==> config.mk <==
export PLATFORM = sky130hd
export DESIGN_NAME = uart_fifo_ctl_flat
export DESIGN_NICKNAME = d
export VERILOG_FILES = /design/src/rtl/uart_pkg.sv /design/src/rtl/uart_fifo_ctl_if.sv /design/src/rtl/sync_fifo.sv /design/src/rtl/uart_fifo_ctl.sv /design/src/flat_wrapper.sv
export SDC_FILE = /design/constraint.sdc
export NUM_CORES = 1
export LEC_CHECK = 0
export CAP_MARGIN = 20
export CORE_MARGIN = 3
export CORE_UTILIZATION = 60
export DETAILED_ROUTE_END_ITERATION = 10
export GPL_TIMING_DRIVEN = 0
export PLACE_DENSITY = 0.79
export SETUP_SLACK_MARGIN = 0.05
export SLEW_MARGIN = 20
export SYNTH_ARGS = -nofsm -noshare
export SYNTH_HDL_FRONTEND = slang
export SYNTH_SLANG_ARGS = --single-unit
==> constraint.sdc <==
create_clock -name clk -period 3.17 [get_ports clk]
set_input_delay 0.634 -clock clk [delete_from_list [all_inputs] [get_ports clk]]
set_output_delay 0.634 -clock clk [all_outputs]
set_load 0.005 [all_outputs]
==> src/rtl/uart_pkg.sv <==
// Shared types and helpers for the buffered UART controller.
package uart_pkg;

    // 100 MHz system clock / 115200 baud
    localparam int unsigned CLK_DIV_DEFAULT = 868;

    typedef enum logic [1:0] {TX_IDLE, TX_START, TX_DATA, TX_STOP} tx_state_t;
    typedef enum logic [1:0] {RX_IDLE, RX_START, RX_DATA, RX_STOP} rx_state_t;

    // Width of an occupancy count that must represent 0..depth inclusive
    function automatic int unsigned level_w(input int unsigned depth);
        return $clog2(depth) + 1;
    endfunction

endpackage

==> src/rtl/uart_fifo_ctl_if.sv <==
// Byte streams between the UART controller and the I/O-side logic.
interface uart_fifo_ctl_if #(
    parameter int unsigned DATA_W = 8
);
    logic [DATA_W-1:0] tx_data;
    logic              tx_valid;
    logic              tx_ready;
    logic [DATA_W-1:0] rx_data;
    logic              rx_valid;
    logic              rx_ready;

    // I/O-side producer/consumer
    modport master (output tx_data, tx_valid, rx_ready,
                    input  tx_ready, rx_data, rx_valid);
    // UART controller
    modport slave  (input  tx_data, tx_valid, rx_ready,
                    output tx_ready, rx_data, rx_valid);
endinterface

==> src/rtl/sync_fifo.sv <==
// Show-ahead synchronous FIFO; pointers carry one extra wrap bit.
module sync_fifo
    import uart_pkg::*;
#(
    parameter int unsigned WIDTH = 8,
    parameter int unsigned DEPTH = 16
) (
    input  logic                        clk,
    input  logic                        rst,
    input  logic                        i_push,
    input  logic [WIDTH-1:0]            i_data,
    input  logic                        i_pop,
    output logic [WIDTH-1:0]            o_data,
    output logic                        o_full,
    output logic                        o_empty,
    output logic [level_w(DEPTH)-1:0]   o_level
);
    localparam int unsigned AW = $clog2(DEPTH);

    logic [WIDTH-1:0] r_mem [DEPTH];
    logic [AW:0]      r_wptr;
    logic [AW:0]      r_rptr;
    logic             w_do_push;
    logic             w_do_pop;

    assign o_empty   = (r_wptr == r_rptr);
    assign o_full    = (r_wptr[AW] != r_rptr[AW]) && (r_wptr[AW-1:0] == r_rptr[AW-1:0]);
    assign o_level   = r_wptr - r_rptr;
    assign w_do_pop  = i_pop & ~o_empty;
    // A pop in the same cycle frees the slot, so a push into a full FIFO still lands
    assign w_do_push = i_push & (~o_full | w_do_pop);
    assign o_data    = o_empty ? '0 : r_mem[r_rptr[AW-1:0]];

    // Storage write, no reset needed since reads are gated by empty
    always_ff @(posedge clk) begin
        if (w_do_push) r_mem[r_wptr[AW-1:0]] <= i_data;
    end

    // Read/write pointer advance
    always_ff @(posedge clk or negedge rst) begin
        if (!rst) begin
            r_wptr <= '0;
            r_rptr <= '0;
        end else begin
            if (w_do_push) r_wptr <= r_wptr + 1'b1;
            if (w_do_pop)  r_rptr <= r_rptr + 1'b1;
        end
    end
endmodule

==> src/rtl/uart_fifo_ctl.sv <==
// Buffered UART with RTS/CTS flow control, error reporting and loopback.
module uart_fifo_ctl
    import uart_pkg::*;
#(
    parameter int unsigned CLK_DIV    = CLK_DIV_DEFAULT,
    parameter int unsigned DATA_W     = 8,
    parameter int unsigned FIFO_DEPTH = 16,
    parameter int unsigned RTS_MARGIN = 4
) (
    input  logic                             clk,
    input  logic                             rst,
    input  logic                             rx,
    input  logic                             cts,
    input  logic                             loopback,
    output logic                             tx,
    output logic                             rts,
    output logic                             rx_err,
    output logic                             rx_ovf,
    output logic [level_w(FIFO_DEPTH)-1:0]   tx_level,
    output logic [level_w(FIFO_DEPTH)-1:0]   rx_level,
    uart_fifo_ctl_if.slave                   bus
);
    localparam int unsigned LW = level_w(FIFO_DEPTH);
    localparam int unsigned CW = $clog2(CLK_DIV);
    localparam int unsigned BW = $clog2(DATA_W + 1);

    logic r_en, r_cts_s1, r_cts_s2, r_rx_s1, r_rx_s2, r_tx, r_rts, r_ovf;

    tx_state_t         r_tx_state;
    logic [CW-1:0]     r_tx_cnt;
    logic [BW-1:0]     r_tx_bit;
    logic [DATA_W-1:0] r_tx_shift;
    logic [DATA_W-1:0] w_tx_head;
    logic              w_tx_full, w_tx_empty, w_tx_push, w_tx_pop, w_tx_tick;

    rx_state_t         r_rx_state;
    logic [CW-1:0]     r_rx_cnt;
    logic [BW-1:0]     r_rx_bit;
    logic [DATA_W-1:0] r_rx_shift;
    logic              r_rx_brk, r_rx_push, r_rx_err;
    logic              w_rx_full, w_rx_empty, w_rx_pop, w_rx_line, w_rx_tick;

    assign bus.tx_ready = r_en & ~w_tx_full;
    assign w_tx_push    = bus.tx_valid & bus.tx_ready;
    assign w_tx_tick    = (r_tx_cnt == CW'(CLK_DIV - 1));
    // Pop on leaving IDLE, or straight out of STOP so back-to-back frames have no gap
    assign w_tx_pop     = ~w_tx_empty & ~r_cts_s2 &
                          ((r_tx_state == TX_IDLE) || ((r_tx_state == TX_STOP) && w_tx_tick));
    assign tx           = r_tx | loopback;

    assign bus.rx_valid = ~w_rx_empty;
    assign w_rx_pop     = bus.rx_ready & ~w_rx_empty;
    assign w_rx_line    = loopback ? r_tx : r_rx_s2;
    assign w_rx_tick    = (r_rx_cnt == CW'(CLK_DIV - 1));
    assign rx_err       = r_rx_err;
    assign rx_ovf       = r_ovf;
    assign rts          = r_rts;

    sync_fifo #(.WIDTH(DATA_W), .DEPTH(FIFO_DEPTH)) u_tx_fifo (
        .clk(clk), .rst(rst), .i_push(w_tx_push), .i_data(bus.tx_data), .i_pop(w_tx_pop),
        .o_data(w_tx_head), .o_full(w_tx_full), .o_empty(w_tx_empty), .o_level(tx_level)
    );

    sync_fifo #(.WIDTH(DATA_W), .DEPTH(FIFO_DEPTH)) u_rx_fifo (
        .clk(clk), .rst(rst), .i_push(r_rx_push), .i_data(r_rx_shift), .i_pop(w_rx_pop),
        .o_data(bus.rx_data), .o_full(w_rx_full), .o_empty(w_rx_empty), .o_level(rx_level)
    );

    // Input synchronisers (idle-high lines) and post-reset ready enable
    always_ff @(posedge clk or negedge rst) begin
        if (!rst) begin
            {r_cts_s1, r_cts_s2, r_rx_s1, r_rx_s2} <= '1;
            r_en <= 1'b0;
        end else begin
            r_cts_s1 <= cts;
            r_cts_s2 <= r_cts_s1;
            r_rx_s1  <= rx;
            r_rx_s2  <= r_rx_s1;
            r_en     <= 1'b1;
        end
    end

    // TX sequencer: start, DATA_W bits LSB first, stop; each CLK_DIV cycles
    always_ff @(posedge clk or negedge rst) begin
        if (!rst) begin
            r_tx_state <= TX_IDLE;
            r_tx_cnt   <= '0;
            r_tx_bit   <= '0;
            r_tx_shift <= '0;
        end else begin
            case (r_tx_state)
                TX_IDLE: begin
                    r_tx_cnt <= '0;
                    if (w_tx_pop) begin
                        r_tx_state <= TX_START;
                        r_tx_shift <= w_tx_head;
                    end
                end
                TX_START: begin
                    if (w_tx_tick) begin
                        r_tx_cnt   <= '0;
                        r_tx_bit   <= '0;
                        r_tx_state <= TX_DATA;
                    end else r_tx_cnt <= r_tx_cnt + 1'b1;
                end
                TX_DATA: begin
                    if (w_tx_tick) begin
                        r_tx_cnt   <= '0;
                        r_tx_shift <= r_tx_shift >> 1;
                        r_tx_bit   <= r_tx_bit + 1'b1;
                        if (r_tx_bit == BW'(DATA_W - 1)) r_tx_state <= TX_STOP;
                    end else r_tx_cnt <= r_tx_cnt + 1'b1;
                end
                TX_STOP: begin
                    if (w_tx_tick) begin
                        r_tx_cnt <= '0;
                        if (w_tx_pop) begin
                            r_tx_state <= TX_START;
                            r_tx_shift <= w_tx_head;
                        end else r_tx_state <= TX_IDLE;
                    end else r_tx_cnt <= r_tx_cnt + 1'b1;
                end
                default: r_tx_state <= TX_IDLE;
            endcase
        end
    end

    // Registered serial output, one cycle behind the sequencer state
    always_ff @(posedge clk or negedge rst) begin
        if (!rst) r_tx <= 1'b1;
        else      r_tx <= (r_tx_state == TX_START) ? 1'b0 :
                          (r_tx_state == TX_DATA)  ? r_tx_shift[0] : 1'b1;
    end

    // RX sequencer: midpoint-qualified start, mid-bit sampling, stop check
    always_ff @(posedge clk or negedge rst) begin
        if (!rst) begin
            r_rx_state <= RX_IDLE;
            r_rx_cnt   <= '0;
            r_rx_bit   <= '0;
            r_rx_shift <= '0;
            r_rx_brk   <= 1'b0;
            r_rx_push  <= 1'b0;
            r_rx_err   <= 1'b0;
        end else begin
            r_rx_push <= 1'b0;
            r_rx_err  <= 1'b0;
            case (r_rx_state)
                RX_IDLE: begin
                    r_rx_cnt <= '0;
                    r_rx_brk <= 1'b0;
                    if (!w_rx_line) r_rx_state <= RX_START;
                end
                RX_START: begin
                    if (r_rx_cnt == CW'(CLK_DIV / 2 - 1)) begin
                        r_rx_cnt   <= '0;
                        r_rx_bit   <= '0;
                        r_rx_state <= w_rx_line ? RX_IDLE : RX_DATA;
                    end else r_rx_cnt <= r_rx_cnt + 1'b1;
                end
                RX_DATA: begin
                    if (w_rx_tick) begin
                        r_rx_cnt   <= '0;
                        r_rx_shift <= {w_rx_line, r_rx_shift[DATA_W-1:1]};
                        r_rx_bit   <= r_rx_bit + 1'b1;
                        if (r_rx_bit == BW'(DATA_W - 1)) r_rx_state <= RX_STOP;
                    end else r_rx_cnt <= r_rx_cnt + 1'b1;
                end
                RX_STOP: begin
                    // After a bad stop bit, hold here until the line idles high
                    if (r_rx_brk) begin
                        if (w_rx_line) r_rx_state <= RX_IDLE;
                    end else if (w_rx_tick) begin
                        r_rx_cnt <= '0;
                        if (w_rx_line) begin
                            r_rx_push  <= 1'b1;
                            r_rx_state <= RX_IDLE;
                        end else begin
                            r_rx_err <= 1'b1;
                            r_rx_brk <= 1'b1;
                        end
                    end else r_rx_cnt <= r_rx_cnt + 1'b1;
                end
                default: r_rx_state <= RX_IDLE;
            endcase
        end
    end

    // Sticky overflow and registered RTS from RX free space
    always_ff @(posedge clk or negedge rst) begin
        if (!rst) begin
            r_ovf <= 1'b0;
            r_rts <= 1'b1;
        end else begin
            r_ovf <= r_ovf | (r_rx_push & w_rx_full & ~w_rx_pop);
            r_rts <= (LW'(FIFO_DEPTH) - rx_level) < LW'(RTS_MARGIN);
        end
    end
endmodule

==> src/flat_wrapper.sv <==
// flat-port wrapper written by rule: the top's interface ports become plain ports
module uart_fifo_ctl_flat import uart_pkg::*;
#(
    parameter int unsigned CLK_DIV    = CLK_DIV_DEFAULT,
    parameter int unsigned DATA_W     = 8,
    parameter int unsigned FIFO_DEPTH = 16,
    parameter int unsigned RTS_MARGIN = 4
)
  (clk, rst, rx, cts, loopback, tx, rts, rx_err, rx_ovf, tx_level, rx_level, bus_tx_data, bus_tx_valid, bus_rx_ready, bus_tx_ready, bus_rx_data, bus_rx_valid);
  uart_fifo_ctl_if #(.DATA_W(DATA_W)) bus_i ();
  input  logic clk;
  input  logic rst;
  input  logic rx;
  input  logic cts;
  input  logic loopback;
  output logic tx;
  output logic rts;
  output logic rx_err;
  output logic rx_ovf;
  output logic [level_w(FIFO_DEPTH)-1:0] tx_level;
  output logic [level_w(FIFO_DEPTH)-1:0] rx_level;
  input wire logic [$bits(bus_i.tx_data)-1:0] bus_tx_data;
  input wire logic [$bits(bus_i.tx_valid)-1:0] bus_tx_valid;
  input wire logic [$bits(bus_i.rx_ready)-1:0] bus_rx_ready;
  output wire logic [$bits(bus_i.tx_ready)-1:0] bus_tx_ready;
  output wire logic [$bits(bus_i.rx_data)-1:0] bus_rx_data;
  output wire logic [$bits(bus_i.rx_valid)-1:0] bus_rx_valid;
  assign bus_i.tx_data = bus_tx_data;
  assign bus_i.tx_valid = bus_tx_valid;
  assign bus_i.rx_ready = bus_rx_ready;
  assign bus_tx_ready = bus_i.tx_ready;
  assign bus_rx_data = bus_i.rx_data;
  assign bus_rx_valid = bus_i.rx_valid;
  uart_fifo_ctl #(.CLK_DIV(CLK_DIV), .DATA_W(DATA_W), .FIFO_DEPTH(FIFO_DEPTH), .RTS_MARGIN(RTS_MARGIN)) u_core (.clk(clk), .rst(rst), .rx(rx), .cts(cts), .loopback(loopback), .tx(tx), .rts(rts), .rx_err(rx_err), .rx_ovf(rx_ovf), .tx_level(tx_level), .rx_level(rx_level), .bus(bus_i));
endmodule
**Yosys cells after proc, flatten, opt, wreduce, memory -nomap -nowiden**

Memory sizes are Yosys's and may differ from the RTL's.
Cells that the tools add are included.

- Add/subtract/negate cells: 11
- Magnitude comparators: 1
- Equality and inequality tests: 28
- Multiplexer cells: 51
- Bitwise gates (word level): 21
- Reductions and logical operators: 17

Operators with widths:

| kind | count |
|---|---|
| $mux W10 | 4 |
| $mux W8 | 5 |
| $pmux W10 S4 | 1 |
| $mux W2 | 13 |
| $pmux W8 S3 | 1 |
| $add A10 B1 Y10 const B | 2 |
| $add A5 B1 Y5 const B | 4 |
| $eq A10 B10 Y1 const B | 2 |
| $pmux W10 S2 | 1 |
| $mux W1 | 17 |
| $mux W4 | 4 |
| $pmux W2 S4 | 2 |
| $pmux W4 S2 | 2 |
| $ne A2 B1 Y1 const B | 7 |
| $and A1 B1 Y1 | 11 |
| $eq A10 B9 Y1 const B | 1 |
| $eq A5 B5 Y1 | 2 |
| $reduce_and A5 Y1 | 2 |
| $sub A5 B5 Y5 | 2 |
| $reduce_and A3 Y1 | 3 |
| $add A4 B1 Y4 const B | 2 |
| $eq A2 B2 Y1 const B | 4 |
| $eq A4 B3 Y1 const B | 2 |
| $eq A4 B4 Y1 | 2 |
| other kinds (16) | 33 |

- Register bits after elaboration: 79
- Bits in writable memories: 256
- Input bits: 15
- Memories: 2

Memory list:

| memory | words | bits a word | rd ports | clocked after memory_dff | wr ports | RTL line | source |
|---|---|---|---|---|---|---|---|
| u_core.u_rx_fifo.r_mem | 16 | 8 | 1 | 0 | 1 | sync_fifo.sv:20 | `logic [WIDTH-1:0] r_mem [DEPTH];` |
| u_core.u_tx_fifo.r_mem | 16 | 8 | 1 | 0 | 1 | sync_fifo.sv:20 |  |

**Logic depth before layout (Yosys ltp)**

- Word-level depth: 9
- Depth in mapped cells: 10
- Mapped depth without buffers: 9

**Cells and area by module**

From an unflattened synthesis, not the netlist that was laid out.

- Cells, all modules: 847
- Area, all modules: 14400.1 µm²

By module, submodules not included:

| module | times used | cells an instance | area each (µm²) | seq. area each (µm²) |
|---|---|---|---|---|
| sync_fifo | 2 | 279 | 5699.2 | 4093.9 |
| uart_fifo_ctl | 1 | 289 | 3001.6 | 1483.9 |

**Worst setup path after synthesis**

Ideal clock, no wire load.

- Kind: register to output
- Start point: reg u_core.u_rx_fifo.r_rptr[1]
- End point: out rx_level[3]
- Data arrival time: 2.096 ns
- Setup slack: 0.440 ns
- Cell stages (with the launch flop): 9
- Buffers on the path: 2
- Cell sequence: dfrtp_1 clkbuf_1 clkbuf_1 inv_1 ha_1 nor2b_1 o21a_1 or3_1 and2_1

- Longest elaborated chain between the ends: 1

RTL lines:

| element | RTL line | source |
|---|---|---|
| start: declaration | sync_fifo.sv:22 | `logic [AW:0] r_rptr;` |
| start signal: assignment | sync_fifo.sv:46 | `if (w_do_pop) r_rptr <= r_rptr + 1'b1;` |
| $sub A5 B5 Y5 | sync_fifo.sv:28 | `assign o_level = r_wptr - r_rptr;` |
| end: declaration | flat_wrapper.sv:21 | `output logic [level_w(FIFO_DEPTH)-1:0] rx_level;` |

No other way between the ends.

**Worst setup path after layout**

- Start point: reg u_core.u_rx_fifo.r_rptr[0]
- End point: out bus_rx_data[5]

- Longest elaborated chain between the ends: 2
- Elaborated cells between the ends (all ways): 3
- Those cells by class: 1 x eq/ne; 1 x mux; 1 x memory

RTL lines:

| element | RTL line | source |
|---|---|---|
| $mem_v2 Z16 W8 / $eq A5 B5 Y1 (equally long branches) | - |  |
| $mux W8 (*) | sync_fifo.sv:32 | `assign o_data = o_empty ? '0 : r_mem[r_rptr[AW-1:0]];` |
| end: declaration | flat_wrapper.sv:26 | `output wire logic [$bits(bus_i.rx_data)-1:0] bus_rx_data;` |

Mark *: on every way between the ends. The rest lies on a longest branch, timed or not.

==> flow_metrics.tcl <==
set metrics [dict create \
    critical_path.cell_chain "buf_8 -> buf_12 -> buf_12 -> mux4_2 -> mux4_2 -> nor2b_4 -> buf_2" \
    clk_pin_slew_worst_paths_ns 0.06 \
    final_cell_mix "edfxtp_1, mux4_2, dfrtp_1" \
    timing.hold.worst.class "input port to async pin" \
    synth.net_count 882 \
    cts_htree_levels 2 \
    postRouteWirelength_mm 29.2 \
    first_global_vias 7928 \
    critPathTopFamily "multiplexers" \
    critical_path_depth 7 \
    area.sequential_um2 9680 \
    finalSetupViolCount 7 \
    min_period_ns 3.24 \
    buffer_ports.inserted 38 \
    timing.final.crit_share_pct 102 \
    postSynthRegisterBits 335 \
    synth_ff_type "edfxtp_1" \
    die_width_um 160 \
    tritoncts "built" \
    final.setup.worst_slack_ns -0.0717 \
    grt_start_max_net_pins 46 \
    core_region_area_um2 22900 \
    critical_path.max_fanout 5 \
    grt_usage_pct 23.0 \
    hpwlAfterDp_mm 17.1 \
    die_y_um 160 \
    cts-root-buf "clkbuf_16" \
    most_common_cell_after_layout_fill_and_taps_aside "edfxtp_1" \
    antenna_left 0 \
    final_weighted_congestion_of_routability_driven_global_placement 0.797 \
    critPathKind "flip-flop to output pin" \
    layout-drive-gt1-share_pct 24.9 \
    status "finished with violations" \
    insertion_delay_ns 0.53 \
    maximum_resistive_drop_on_vdd_mv 0.629 \
    num_antenna_cells 0 \
    timing.slew.headroom_pct 52.5 \
    placement_cell_area_um2 15000 \
    io_pins 39 \
    number_of_enable_flip_flop_cells_after_synthesis 256 \
    worstSetupStartpointType "flip-flop" \
    postSynthAreaPerCell_um2 17.0 \
    achievable-frequency_ghz 0.308 \
    critical_path.slowest_cell "mux4_2" \
    viasPerCell 6.04 \
    timing_hold_violations_final 0 \
    skew_ns 0.0421 \
    p_total_mw 11.1 \
    final_core_util_pct 72.7 \
    firstDrtPassIters 5 \
    signal_arrival_time_at_the_worst_endpoint_ns 2.61 \
    multi_input_comb_area_um2 4340 \
    grt_pass1_wl_mm 45.2 \
    failed_checks "negative setup slack" \
    netlist-cell-type-count 59 \
    grt_antenna_before_repair 1 \
    synth-async-reset-ratio_pct 23.6 \
    worstPathBufferInverterCount 4 \
    floorplan.rows 55 \
    worst-r2r-cell-count 9 \
    drt_iter0_drc 636 \
    required_ns 2.54 \
    power_density_over_the_cells_nw_per_um2 668 \
    critical_path.endpoint_type "output pin" \
    stdcell_area_um2 16700 \
    static-leakage-power_nw 6.47 \
    floorplan.initialDensity_pct 61.9 \
    drc 0 \
    cts.hold.buffers_added 0 \
    critical-path-max-stage-delay_ns 0.54 \
    fp.dieArea_um2 25500 \
    layout_overhead_on_the_synthesized_area_pct 17.5 \
    post_synth_inst_count 832 \
    ys_seq_area_share_pct 68.2 \
    layout.filler_cells 1362 \
    grt-ovfl-total 0 \
    detailedPlace.worstSlack_ns -0.684 \
    synth_warnings 0 \
    worst_tran_pin_value_ns 0.712 \
    clock_sinks 335 \
    fin_nets 998 \
    cts_max_path_buffers 3 \
    fin_max_slew_vios 0 \
    netlist_area_um2 14200 \
    post_drt_wl_per_cell_um 22.7 \
    cap_violations 0 \
    rsz_0062_raised_after_global_routing "yes" \
    via_count 7779 \
    cts_made_buffers 34 \
]
## area by class of cell
type	instances	share of cell area [%]
sequential	335	58.1
inverter	33	0.803
timing repair buffer	83	4.71
clock inverter	20	1.13
clock buffer	42	5.47
buffer	24	1.44
multi-input combinational	437	26.0
tap	313	2.35
## report_power, final
group	total [mW]	internal [mW]	leakage, nW	switching [mW]
sequential	4.96	4.86	3.52	0.100
combinational	2.23	1.22	2.40	1.01
clock	3.94	2.30	0.550	1.63
total	11.1	8.38	6.47	2.74
## synthesized netlist by cell type (4+ instances only)
cell type	instances	share of area, %
buf_1	4	0.11
o21ai_0	12	0.42
nor2_1	32	0.85
nor3_1	8	0.28
a21oi_1	23	0.81
nor2b_1	13	0.57
clkbuf_1	12	0.32
and3_1	9	0.40
mux4_2	70	11
a21o_1	6	0.32
mux2i_1	27	1.9
nand2_1	27	0.71
nand4_1	15	0.66
dfrtp_1	73	13
xor2_1	16	0.99
inv_1	31	0.82
and2_1	35	1.5
o21a_1	4	0.21
nand2b_1	7	0.31
buf_4	6	0.32
edfxtp_1	256	54
nand3_1	13	0.46
xnor2_1	25	1.5
buf_2	4	0.14
mux2_2	12	0.95
a22oi_1	8	0.42
ha_1	33	2.9
dfstp_2	6	1.1
## per-layer routing
layer	wire length (um)	global-route usage [%]
met1	11900	31.6
met2	14600	37.9
met3	1680	3.71
met4	945	8.32
met5	13	0
## worst reg2reg max path, cell delays in order (launching register included)
cell and delay, ns:
dfrtp_1 0.42, inv_2 0.27, ha_2 0.39, nand4_1 0.16, buf_4 0.14, buf_4 0.10
nor3_1 0.05, nand2b_1 0.19, nor3_1 0.36, and2_1 0.51
## metrics by stage
step	hold WS [ns]	instances	setup TNS, ns
2_1_floorplan	0.338	832	0
3_3_place_gp	0.347	1183	-145.18
3_5_place_dp	0.347	1184	-36.60
4_1_cts	0.102	1276	-0.250
5_1_grt	0.128	1287	-0.707
6_report	0.101	1287	-0.240
## final timing paths
path	endpoint	slack, ns	startpoint
min in group clk	u_core.r_rx_s2	0.36	u_core.r_rx_s1
hold reg to reg	u_core.r_rx_s2	0.36	u_core.r_rx_s1
setup / recovery	bus_rx_data[5]	-0.07	u_core.u_rx_fifo.r_rptr[0]
max in group asynchronous	u_core.r_tx	2.40	rst
setup reg to reg	u_core.u_rx_fifo.r_mem[1][7]	0.20	u_core.u_rx_fifo.r_rptr[3]
hold / removal	u_core.u_rx_fifo.r_wptr[1]	0.10	rst
## sequential cells by signal, summed over array words and instances (netlist names), 2 cells and up, named ones only
register,count
u_core.r_rx_cnt,10
u_core.r_tx_cnt,10
u_core.u_tx_fifo.r_wptr,5
u_core.u_rx_fifo.r_rptr,5
u_core.r_tx_bit,4
u_core.r_tx_shift,8
u_core.u_rx_fifo.r_wptr,5
u_core.u_tx_fifo.r_mem,128
u_core.r_tx_state,2
u_core.r_rx_shift,8
u_core.r_rx_bit,4
u_core.u_tx_fifo.r_rptr,5
u_core.u_rx_fifo.r_mem,128
## logic make-up (layout without fill, tap and decap cells)
logic type | count (synthesis) | in the layout | synth area share, %
flip-flops | 335 | 335 | 68.2
adder cells (fa/ha/maj) | 35 | 35 | 3.19
AO/OA/AOI/OAI | 76 | 76 | 3.58
multiplexers | 109 | 109 | 14.0
XOR/XNOR | 41 | 41 | 2.53
AND/OR/NAND/NOR | 175 | 175 | 6.69
buffers and inverters | 60 | 202 | 1.79
other | 1 | 1 | 0.0264
## what timing repair did
item / 4_1_cts / 5_1_grt
gates resized for setup: 94 / 14
pin swaps: 5 / 2
gates cloned: 2 / 0
setup buffers: 31 / 11
setup endpoints to repair: 280 / 15
No activity file was read; power rests on OpenSTA's default activity.
